===== src/rtl/ppu_mon_pkg.sv =====
// Shared constants and tile decode for the PPU pattern-fetch monitor.
package ppu_mon_pkg;

    localparam logic [9:0] TILE_0FD = 10'h0FD;
    localparam logic [9:0] TILE_0FE = 10'h0FE;
    localparam logic [9:0] TILE_1FD = 10'h1FD;
    localparam logic [9:0] TILE_1FE = 10'h1FE;

    // oe_sh history, bit 0 newest: three low samples after a high, then the first high after a low
    localparam logic [3:0] OE_CAPTURE = 4'b1000;
    localparam logic [3:0] OE_COMMIT  = 4'b0001;

    typedef struct packed {
        logic hit;
        logic bank;
        logic val;
    } tile_dec_t;

    function automatic tile_dec_t decode_tile(input logic [9:0] addr);
        tile_dec_t d;
        d = '0;
        case (addr)
            TILE_0FD: begin d.hit = 1'b1; d.bank = 1'b0; d.val = 1'b0; end
            TILE_0FE: begin d.hit = 1'b1; d.bank = 1'b0; d.val = 1'b1; end
            TILE_1FD: begin d.hit = 1'b1; d.bank = 1'b1; d.val = 1'b0; end
            TILE_1FE: begin d.hit = 1'b1; d.bank = 1'b1; d.val = 1'b1; end
            default:  d = '0;
        endcase
        return d;
    endfunction

endpackage


===== src/rtl/sync2.sv =====
// Two-flop synchroniser with selectable reset value and a hold enable.
module sync2 #(
    parameter logic RST_VAL = 1'b0
) (
    input  logic i_clk,
    input  logic i_rst,
    input  logic i_en,
    input  logic i_d,
    output logic o_q
);

    logic r_meta;
    logic r_sync;

    always_ff @(posedge i_clk) begin
        if (i_rst) begin
            r_meta <= RST_VAL;
            r_sync <= RST_VAL;
        end else if (i_en) begin
            r_meta <= i_d;
            r_sync <= r_meta;
        end
    end

    assign o_q = r_sync;

endmodule


===== src/rtl/chr_latch_mon.sv =====
// PPU bus monitor: MMC2/MMC4 CHR latch tracking from $FD/$FE tile fetches,
// plus an M2-filtered A12 rising-edge strobe for scanline counters.
module chr_latch_mon
    import ppu_mon_pkg::*;
#(
    parameter int A12_LOW_MIN = 3
) (
    input  logic        i_clk,
    input  logic        i_map_rst,
    input  logic        i_ppu_oe,
    input  logic [13:0] i_ppu_addr,
    input  logic        i_m2,
    input  logic        i_ss_act,
    input  logic        i_ss_we,
    input  logic [1:0]  i_ss_dat,
    output logic        o_latch_0,
    output logic        o_latch_1,
    output logic        o_latch_evt,
    output logic        o_a12_rise
);

    localparam int CNT_W = $clog2(A12_LOW_MIN + 1);
    localparam logic [CNT_W-1:0] LOW_MAX = CNT_W'(A12_LOW_MIN);

    logic w_oe_s;
    logic w_a12_s;
    logic w_m2_s;
    logic w_sync_en;
    logic w_m2_fall;
    logic w_a12_qual;
    logic w_unused_addr;
    tile_dec_t w_dec;

    logic [3:0]       r_oe_sh;
    logic [9:0]       r_cap_addr;
    logic             r_cap_valid;
    logic             r_latch_0;
    logic             r_latch_1;
    logic             r_latch_evt;
    logic             r_a12_rise;
    logic             r_a12_d;
    logic             r_m2_d;
    logic [CNT_W-1:0] r_low_cnt;
    logic             r_ss_d;

    assign w_sync_en     = ~i_ss_act;
    assign w_unused_addr = ^i_ppu_addr[3:0];

    sync2 #(.RST_VAL(1'b1)) u_sync_oe (
        .i_clk (i_clk),
        .i_rst (i_map_rst),
        .i_en  (w_sync_en),
        .i_d   (i_ppu_oe),
        .o_q   (w_oe_s)
    );

    sync2 #(.RST_VAL(1'b0)) u_sync_a12 (
        .i_clk (i_clk),
        .i_rst (i_map_rst),
        .i_en  (w_sync_en),
        .i_d   (i_ppu_addr[12]),
        .o_q   (w_a12_s)
    );

    sync2 #(.RST_VAL(1'b0)) u_sync_m2 (
        .i_clk (i_clk),
        .i_rst (i_map_rst),
        .i_en  (w_sync_en),
        .i_d   (i_m2),
        .o_q   (w_m2_s)
    );

    always_comb begin
        w_dec      = decode_tile(r_cap_addr);
        w_m2_fall  = r_m2_d & ~w_m2_s;
        // qualification uses the count before this cycle's M2 fall is added
        w_a12_qual = w_a12_s & ~r_a12_d & (r_low_cnt == LOW_MAX);
    end

    always_ff @(posedge i_clk) begin
        if (i_map_rst) begin
            r_oe_sh     <= 4'b1111;
            r_cap_addr  <= '0;
            r_cap_valid <= 1'b0;
            r_latch_0   <= 1'b0;
            r_latch_1   <= 1'b0;
            r_latch_evt <= 1'b0;
            r_a12_rise  <= 1'b0;
            r_a12_d     <= 1'b0;
            r_m2_d      <= 1'b0;
            r_low_cnt   <= '0;
            r_ss_d      <= 1'b0;
        end else if (i_ss_act) begin
            r_ss_d      <= 1'b1;
            r_latch_evt <= 1'b0;
            r_a12_rise  <= 1'b0;
            if (i_ss_we) begin
                {r_latch_0, r_latch_1} <= i_ss_dat;
            end
        end else begin
            r_ss_d      <= 1'b0;
            r_oe_sh     <= {r_oe_sh[2:0], w_oe_s};
            r_a12_d     <= w_a12_s;
            r_m2_d      <= w_m2_s;
            r_latch_evt <= 1'b0;
            r_a12_rise  <= 1'b0;
            if (r_ss_d) begin
                // first cycle after a freeze: drop anything captured before it
                r_cap_valid <= 1'b0;
                r_low_cnt   <= '0;
            end else begin
                if (r_oe_sh == OE_CAPTURE) begin
                    r_cap_addr  <= i_ppu_addr[13:4];
                    r_cap_valid <= 1'b1;
                end else if ((r_oe_sh == OE_COMMIT) && r_cap_valid) begin
                    r_cap_valid <= 1'b0;
                    if (w_dec.hit) begin
                        r_latch_evt <= 1'b1;
                        if (w_dec.bank) begin
                            r_latch_1 <= w_dec.val;
                        end else begin
                            r_latch_0 <= w_dec.val;
                        end
                    end
                end

                if (w_a12_s) begin
                    r_low_cnt <= '0;
                end else if (w_m2_fall && (r_low_cnt != LOW_MAX)) begin
                    r_low_cnt <= r_low_cnt + CNT_W'(1);
                end

                r_a12_rise <= w_a12_qual;
            end
        end
    end

    assign o_latch_0   = r_latch_0;
    assign o_latch_1   = r_latch_1;
    assign o_latch_evt = r_latch_evt;
    assign o_a12_rise  = r_a12_rise;

endmodule


===== config.mk =====
export PLATFORM = sky130hd
export DESIGN_NAME = chr_latch_mon
export DESIGN_NICKNAME = d
export VERILOG_FILES = /design/src/rtl/ppu_mon_pkg.sv /design/src/rtl/sync2.sv /design/src/rtl/chr_latch_mon.sv
export SDC_FILE = /design/constraint.sdc
export NUM_CORES = 1
export LEC_CHECK = 0
export BUFFER_PORTS_ARGS = -buffer_cell sky130_fd_sc_hd__buf_2
export CAP_MARGIN = 20
export CORE_ASPECT_RATIO = 0.9
export CORE_MARGIN = 4
export CORE_UTILIZATION = 47
export DETAILED_ROUTE_END_ITERATION = 8
export PLACE_DENSITY = 0.7
export SYNTH_ARGS = -nofsm -noshare
export SYNTH_HDL_FRONTEND = slang
export SYNTH_SLANG_ARGS = --single-unit

===== constraint.sdc =====
create_clock -name i_clk -period 1.45 [get_ports i_clk]
set_input_delay 0.0725 -clock i_clk [delete_from_list [all_inputs] [get_ports i_clk]]
set_output_delay 0.0725 -clock i_clk [all_outputs]
set_load 0.02 [all_outputs]

==> run metrics, run 1 <==
outcome=finished, violations left; failing checks=negative setup slack; clk sink count=30; layout cells sized above 1=31.29%; antenna violations before repair=0; endpoints failing setup=3; Top FF cell, synth=dfxtp_1; Seq pwr share=58.9%; Worst R2R End=o_latch_1; first-pass GRT wire length=4498 um; DRT antenna net count=0; Die H=56.73 um; number of top-level pins=26; PortBufs=21; Total GRT Usage=16.25%; pin count of the biggest net entering global routing=25; P_int=0.001110 W; top post-synthesis cells by area=dfxtp_1 48%, mux2i_1 15%, nor2_1 5.8%, nor2b_1 4.5%, a211o_1 3.5%; Core Area=2489 um^2; Synth top area share=48.44%; Cell Area, Placed=1409 um^2; total wire length=2637 um; final net count=186; Post-Synthesis Cells=120; Synth Area per Inst=10.33 um^2; Synth Area in Adders=1.009%; Avg WL per Cell=13.81 um; Clk Tree Root Cell=clkbuf_4; reg2reg path depth=4; mux cell area share after synthesis=16.35%; 1st-iter DRT viols=30; Syn Nets=143; CTS Buf Count=5; area delta synth->final=30.68%; FF-to-FF Start=r_oe_sh[1]; Sw Pwr=0.0003565 W; Clock Path Buffers=2; Arr. time, crit path=1680 ps; hold slack=71.59 ps; Antenna diodes=0; Post-Syn Area=1240 um^2; CTS tree=yes; Max Fclk=677.1 MHz; H-tree depth=2; Worst-Margin Slew=332.1 ps; via count=1016; die extent in x=62.14 um; drt drc=0; Synth Area in XOR/XNOR=0.7064%; Setup CP Type=reg -> reg; pwr dens=905.1 nW/um^2; final instance area=1620 um^2; post-layout util=65.11%; initial core utilization=49.82%; RSZ-0062 raised after global routing=yes; Simple-Gate Fraction of Synth Area=22.10%; Max-Cap Viols=0; reg2reg setup slack=-30 ps; Yosys warnings=0; most frequent cell after synthesis=dfxtp_1; # rows=17; CTS clk-pin slew, worst paths=100 ps; Pleak=0.7687 nW; sw frac=24.31%; maximum vdd drop=0.6568 mV; Final Max Slew Viols=0; Cells after DPL=170; routability cong.=0.7841; clock share of power=30.6%; worst path required time=1660 ps; Synth async-reset ratio=0%; area of the die=3525 um^2; minimum clock period=1477 ps; critical path launch point type=register; worst hold path type=in -> reg; Final WS setup=-26.89 ps; Critical Path Source=r_oe_sh[1]; vias per inst=5.319; Max Fanout on Critical Path=3; complex-gate fraction of the synthesized area=8.577%; sequential area share after synthesis=48.44%; clk_skew=11.35 ps; Hold Vio Cnt, Final=0; Yosys cell types=30; WHS Path Cells=3; #FFs+latches synth=30; max_slew headroom=77.69%; DRT Pass-1 Iters=2; clk_lat worst skew=330 ps; Combinational Power Share=10.5%; vias in the first global route=1050; leading area contributor after synthesis=dfxtp_1; number of enable flip-flop cells after synthesis=0; Layout Cells excl Fill=191; list of most frequent post-synthesis cells=30 x dfxtp_1, 19 x nor2_1, 18 x mux2i_1; total grt overflow=0; CP Capture Point=o_latch_1; main combinational cell family by area after synthesis=simple AND/OR/NAND/NOR gates; crit end category=register; period utilization=101.9%
[per-stage QoR]
| stage | TNS (ps) | setup slack, ps | power (W) |
|---|---|---|---|
| 2_1_floorplan | 0 | 13.21 | 0.0009527 |
| 3_3_place_gp | -21.46 | -12.39 | 0.001002 |
| 3_5_place_dp | -268.6 | -97.82 | 0.001009 |
| 4_1_cts | -63.85 | -33.25 | 0.001477 |
| 5_1_grt | -469.0 | -102.0 | 0.001545 |
| 6_report | -51.93 | -26.89 | 0.001467 |
[routing by layer]
metal  vias up  wire length (um)  GRT usage, %  share of wire (%)
met3         4               113         7.400                4.3
met1       484              1120         16.85                 42
met2        18              1370         28.70                 52
met5         -                 0             0                  0
met4         0                32         5.573                1.2
li1        510                 -             -                  -
[cell families (layout without fill, tap and decap cells)]
family / after synthesis / in the layout
simple gates: 46 / 46
flops: 30 / 30
mux: 20 / 20
compound gates: 14 / 14
buf+inv: 8 / 51
fa+ha+maj: 1 / 1
xor+xnor: 1 / 1
[cell usage in the layout (no fill, tap or decap), types with 2 or more instances in the layout]
cell type,instances
nor2_1,19
nor3_1,3
clkbuf_4,5
nor2b_1,9
clkinv_2,2
a32oi_1,2
dfxtp_2,4
nand2_1,2
mux2_1,2
mux2i_1,18
nand3b_1,2
buf_4,11
dlygate4sd3_1,11
buf_2,21
a211o_1,5
a21oi_1,3
dfxtp_1,26
[what timing repair did]
item | 4_1_cts | 5_1_grt
endpoints found under the hold margin | 11 | 0
pin swaps | 5 | 5
buffers inserted | 1 | 2
resized for setup | 3 | 6
setup endpoints to repair | 4 | 12
hold buffers | 11 | 0
[final cells by class]
class	count	area (um^2)
Fill cell	207	868.3
Clock inverter	2	10.01
Sequential cell	30	605.6
Timing Repair Buffer	43	297.8
Multi-Input combinational cell	82	630.6
Clock buffer	5	37.54
Tap cell	28	35.03
Inverter	1	3.754
[registers in the layout, indices dropped and copies added, names as in the netlist]
| register | flops |
|---|---|
| u_sync_a12.r_meta | 1 |
| r_cap_addr | 10 |
| o_latch_0 | 1 |
| o_latch_evt | 1 |
| r_m2_d | 1 |
| u_sync_m2.o_q | 1 |
| u_sync_m2.r_meta | 1 |
| u_sync_a12.o_q | 1 |
| u_sync_oe.o_q | 1 |
| r_ss_d | 1 |
| u_sync_oe.r_meta | 1 |
| o_a12_rise | 1 |
| o_latch_1 | 1 |
| r_low_cnt | 2 |
| r_cap_valid | 1 |
| r_oe_sh | 4 |
| r_a12_d | 1 |
[how the worst min path moves through the flow]
stage                       end  slack, ps           from
2_1_floorplan     r_cap_addr[0]        220  i_ppu_addr[4]
3_3_place_gp      r_cap_addr[1]        300  i_ppu_addr[5]
3_5_place_dp      r_cap_addr[4]        310  i_ppu_addr[8]
4_1_cts        u_sync_oe.r_meta         70       i_ppu_oe
5_1_grt        u_sync_oe.r_meta         70       i_ppu_oe
6_report       u_sync_oe.r_meta         70       i_ppu_oe
[critical path, stage by stage (launching register included)]
cell and delay (ps):
dfxtp_1 320, or2_4 260, nor4_4 290, a32oi_1 150, mux2_1 320
[power groups by stage]
stage	logic [W]	registers, W	clock network (W)
CTS	0.000152	0.000863	0.000463
global placement	0.000123	0.000879	0
detailed placement	0.000128	0.000881	0
floorplan	0.0000727	0.000880	0
global route	0.000172	0.000867	0.000506
finish	0.000155	0.000864	0.000448
Note: power is estimated with default switching activity, not from simulation.
==> run 2: changes to the inputs <==
--- a/config.mk
+++ b/config.mk
@@ -10,8 +10,10 @@
 export CORE_ASPECT_RATIO = 0.9
 export CORE_MARGIN = 4
 export CORE_UTILIZATION = 47
+export CTS_CLUSTER_SIZE = 14
 export DETAILED_ROUTE_END_ITERATION = 8
 export PLACE_DENSITY = 0.7
+export SKIP_LAST_GASP = 1
 export SYNTH_ARGS = -nofsm -noshare
 export SYNTH_HDL_FRONTEND = slang
 export SYNTH_SLANG_ARGS = --single-unit
==> run metrics, run 2 (same netlist as run 1, synthesis figures left out) <==
outcome=finished, violations left; failing checks=negative setup slack; clk_lat worst skew=330 ps; minimum clock period=1476 ps; 1st-iter DRT viols=30; total grt overflow=0; area delta synth->final=30.68%; most frequent cells in the layout=26 x dfxtp_1, 21 x buf_2, 19 x nor2_1; final net count=186; largest register by flop count=r_cap_addr; Max Fclk=677.5 MHz; Core Area=2489 um^2; Clock Path Buffers=2; Antenna diodes=0; Max Fanout on Critical Path=3; routability cong.=0.7841; RSZ-0062 raised after global routing=yes; via count=1013; CTS Buf Count=5; first-pass GRT wire length=4498 um; Die H=56.73 um; multi-input logic area=630.6 um^2; # rows=17; DRT Pass-1 Iters=2; number of top-level pins=26; CTS tree=yes; Arr. time, crit path=1680 ps; pwr dens=905.7 nW/um^2; Hold Vio Cnt, Final=0; crit end category=register; Sequential Area=605.6 um^2; Final Max Slew Viols=0; layout cells sized above 1=31.29%; die extent in x=62.14 um; max reg flops=10; CTS clk-pin slew, worst paths=100 ps; vias per inst=5.304; initial core utilization=49.82%; worst path required time=1660 ps; Final WS setup=-25.91 ps; Setup CP Type=reg -> reg; H-tree depth=2; Max-Cap Viols=0; Avg WL per Cell=13.80 um; Setup TNS Final=-53.52 ps; most common cell after layout, fill and taps aside=dfxtp_1; hold slack=70.73 ps; clk sink count=30; vias in the first global route=1050; WHS Path Cells=3; Worst-Margin Slew=332.1 ps; pin count of the biggest net entering global routing=25; period utilization=101.8%; reg2reg path depth=4; Clk Tree Root Cell=clkbuf_4; clk_skew=10.59 ps; Pleak=0.7687 nW; PortBufs=21; DP Worst Slack=-97.82 ps; largest stage delay on the critical path=320 ps; DRT antenna net count=0; Total GRT Usage=16.25%; CP Cell Sequence=or2_4 -> nor4_4 -> a32oi_1 -> mux2_1; antenna violations before repair=0; max_slew headroom=77.69%; Slowest cell on crit path=dfxtp_1; Total Power=0.001467 W; Fillers=207; endpoints failing setup=3; critical path launch point type=register; area of the die=3525 um^2; largest registers=r_cap_addr: 10 flops, r_oe_sh: 4 flops, r_low_cnt: 2 flops; worst hold path type=in -> reg; maximum vdd drop=0.6568 mV; drt drc=0; total wire length=2636 um
run 2: cell counts in the layout (fill, tap and decap cells not counted):
No cell type changed its count.
run 2: through the flow:
step	instance area [um^2]	cells	util (%)
after floorplan	1240	120	-
after global placement	1409	170	56.61
after detailed placement	1409	170	56.61
after CTS	1582	189	63.55
after global routing	1620	191	65.11
final	1620	191	65.11
run 2: path summary, 6_finish.rpt:
| path | slack (ps) | startpoint | end |
|---|---|---|---|
| worst min register to register | 480 | u_sync_oe.o_q | u_sync_oe.o_q |
| worst max register to register | -30 | r_oe_sh[1] | o_latch_1 |
| worst max-delay path | -30 | r_oe_sh[1] | o_latch_1 |
| worst min-delay path | 70 | i_ppu_oe | u_sync_oe.r_meta |
run 2: final cells by class:
| cell class | instances | share of cell area [%] |
|---|---|---|
| clock inverter | 2 | 0.6178 |
| inverter | 1 | 0.2317 |
| sequential | 30 | 37.37 |
| multi-input combinational | 82 | 38.92 |
| tap | 28 | 2.162 |
| timing repair buffer | 43 | 18.38 |
| clock buffer | 5 | 2.317 |
run 2: worst max-delay path, delay by kind of cell (launching register included):
family           cells  cell delay (ps)
AND/OR/NAND/NOR      2              550
AO/OA/AOI/OAI        1              150
multiplexers         1              320
flip-flops           1              320
run 2: where the power goes:
group | internal [W] | switching, W
registers | 0.000847 | 0.0000169
logic | 0.0000891 | 0.0000655
clock network | 0.000174 | 0.000275
total | 0.00111 | 0.000357
run 2: timing repair:
item                       CTS  global route
hold endpoints to repair    11             0
resized for setup            3             6
buffers inserted             1             2
pin swaps                    5             5
hold buffers                11             0
setup endpoints to repair    4            12
run 2: routing by layer:
| metal | vias to the layer above | routed length (um) | GRT usage [%] |
|---|---|---|---|
| met5 | - | 0 | 0 |
| met4 | 0 | 32 | 5.573 |
| met3 | 4 | 113 | 7.400 |
| met2 | 18 | 1368 | 28.70 |
| met1 | 481 | 1122 | 16.85 |
| li1 | 510 | - | - |
==> run 3: changes to the inputs <==
--- a/config.mk
+++ b/config.mk
@@ -7,11 +7,12 @@
 export LEC_CHECK = 0
 export BUFFER_PORTS_ARGS = -buffer_cell sky130_fd_sc_hd__buf_2
 export CAP_MARGIN = 20
-export CORE_ASPECT_RATIO = 0.9
+export CORE_ASPECT_RATIO = 1.5
 export CORE_MARGIN = 4
 export CORE_UTILIZATION = 47
 export CTS_CLUSTER_SIZE = 14
 export DETAILED_ROUTE_END_ITERATION = 8
+export GPL_TIMING_DRIVEN = 0
 export PLACE_DENSITY = 0.7
 export SKIP_LAST_GASP = 1
 export SYNTH_ARGS = -nofsm -noshare
==> run metrics, run 3 (same netlist as run 1, synthesis figures left out) <==
layout cells sized above 1=27.95%; Setup CP Type=reg -> reg; Pleak=0.7641 nW; minimum clock period=1456 ps; Setup TNS Final=-6.237 ps; Worst R2R End=o_latch_0; 1st-iter DRT viols=25; maximum vdd drop=0.9825 mV; FF-to-FF Start=r_cap_addr[9]; Hold Vio Cnt, Final=0; Total Power=0.001651 W; DRT antenna net count=0; DRT Pass-1 Iters=4; Antenna diodes=0; clk sink count=30; WL met2=1426 um; routability cong.=0.7886; endpoints failing setup=1; first-pass GRT wire length=4388 um; Clock Path Buffers=2; Worst Hold Path EP=u_sync_oe.r_meta; CTS Buf Count=5; die extent in x=49.94 um; most common cell after layout, fill and taps aside=dfxtp_1; pin count of the biggest net entering global routing=11; number of top-level pins=26; crit end category=register; worst hold path type=in -> reg; antenna violations before repair=0; Clk Tree Root Cell=clkbuf_4; Fillers=224; Max-Cap Viols=0; post-layout util=65.05%; largest registers=r_cap_addr: 10 flops, r_oe_sh: 4 flops, r_low_cnt: 2 flops; outcome=finished, violations left; worst path required time=1670 ps; Final Max Slew Viols=0; # rows=22; pwr dens=1025 nW/um^2; Avg WL per Cell=14.22 um; Arr. time, crit path=1680 ps; RSZ-0062 raised after global routing=yes; total wire length=2630 um; clk_skew=10.69 ps; area of the die=3541 um^2; M1 WL=1089 um; vias per inst=5.324; Total GRT Usage=16.66%; PortBufs=21; via count=985; max_slew headroom=66.34%; Core Area=2477 um^2; vias in the first global route=1024; Top Layer Used=met4; H-tree depth=2; area delta synth->final=29.97%; Die H=70.91 um; Max Fclk=686.7 MHz; reg2reg setup slack=-6 ps; Cells after DPL=165; Final WS setup=-6.237 ps; DP Worst Slack=-89.44 ps; clk_lat worst skew=320 ps; final net count=183; hold wc startpoint=i_ppu_oe; most frequent cells in the layout=27 x dfxtp_1, 24 x buf_2, 19 x nor2_1; DP Wirelength=1788 um; Worst-Margin Slew=504.9 ps; metal3 WL=93 um; largest register by flop count=r_cap_addr; CTS tree=yes; critical path launch point type=register; failing checks=negative setup slack; period utilization=100.4%; total grt overflow=0; initial core utilization=50.05%; Max Fanout on Critical Path=3; drt drc=0; WHS Path Cells=3; Layout Cells excl Fill=185; max reg flops=10; CTS clk-pin slew, worst paths=100 ps; reg2reg path depth=4
run 3: cell types whose count changed in the layout (fill, tap and decap cells not counted):
cell,change
buf_4,-9
buf_2,+3
clkbuf_1,+3
bufinv_16,+1
dfxtp_1,+1
dfxtp_2,-1
nand3b_2,-1
nand3b_4,+1
run 3: metal layers:
layer	up-vias	GRT usage (%)
met1	465	16.18
met2	18	30.49
met3	2	6.947
li1	500	-
met4	0	6.462
met5	-	0
run 3: metrics by stage:
stage	instance area (um^2)	hold slack, ps
floorplan	1240	216.4
global placement	1375	301.9
detailed placement	1375	309.3
CTS	1582	33.94
global route	1612	63.77
finish	1612	47.90
run 3: repair_timing:
action | 4_1_cts | 5_1_grt
setup buffers | 0 | 1
endpoints found under the setup margin | 4 | 13
hold buffers | 11 | 0
resized for setup | 6 | 5
pin swaps | 5 | 4
hold endpoints to repair | 11 | 0
run 3: power breakdown:
group / leakage [nW] / internal, W / switching [W]
combinational: 0.473 / 0.0000801 / 0.0000639
clock: 0.0450 / 0.000357 / 0.000284
sequential: 0.246 / 0.000847 / 0.0000194
run 3: layout make-up:
| class | instances | area (um^2) | share of cell area [%] |
|---|---|---|---|
| buffer | 7 | 33.78 | 2.096 |
| clock buffer | 5 | 37.54 | 2.329 |
| tap | 24 | 30.03 | 1.863 |
| clock inverter | 3 | 40.04 | 2.484 |
| multi-input combinational | 82 | 639.4 | 39.67 |
| timing repair buffer | 33 | 222.7 | 13.82 |
| inverter | 1 | 3.754 | 0.2329 |
| sequential | 30 | 604.3 | 37.50 |
run 3: how the worst max path moves through the flow:
stage / start / end / slack, ps / cells past startpoint
2_1_floorplan: r_low_cnt[0] / r_low_cnt[0] / 10 / 5
5_1_grt: r_cap_addr[9] / o_latch_0 / -110 / 4
6_report: r_cap_addr[9] / o_latch_0 / -6 / 4
4_1_cts: r_low_cnt[1] / r_low_cnt[0] / -20 / 5
3_5_place_dp: r_low_cnt[0] / r_low_cnt[0] / -90 / 5
3_3_place_gp: r_low_cnt[0] / r_low_cnt[1] / -60 / 5
run 3: critical path, stage by stage, from the launching register on:
cell and delay, ps:
dfxtp_2 330, nand3b_1 210, nor4_4 330, a32oi_1 160
mux2_1 320
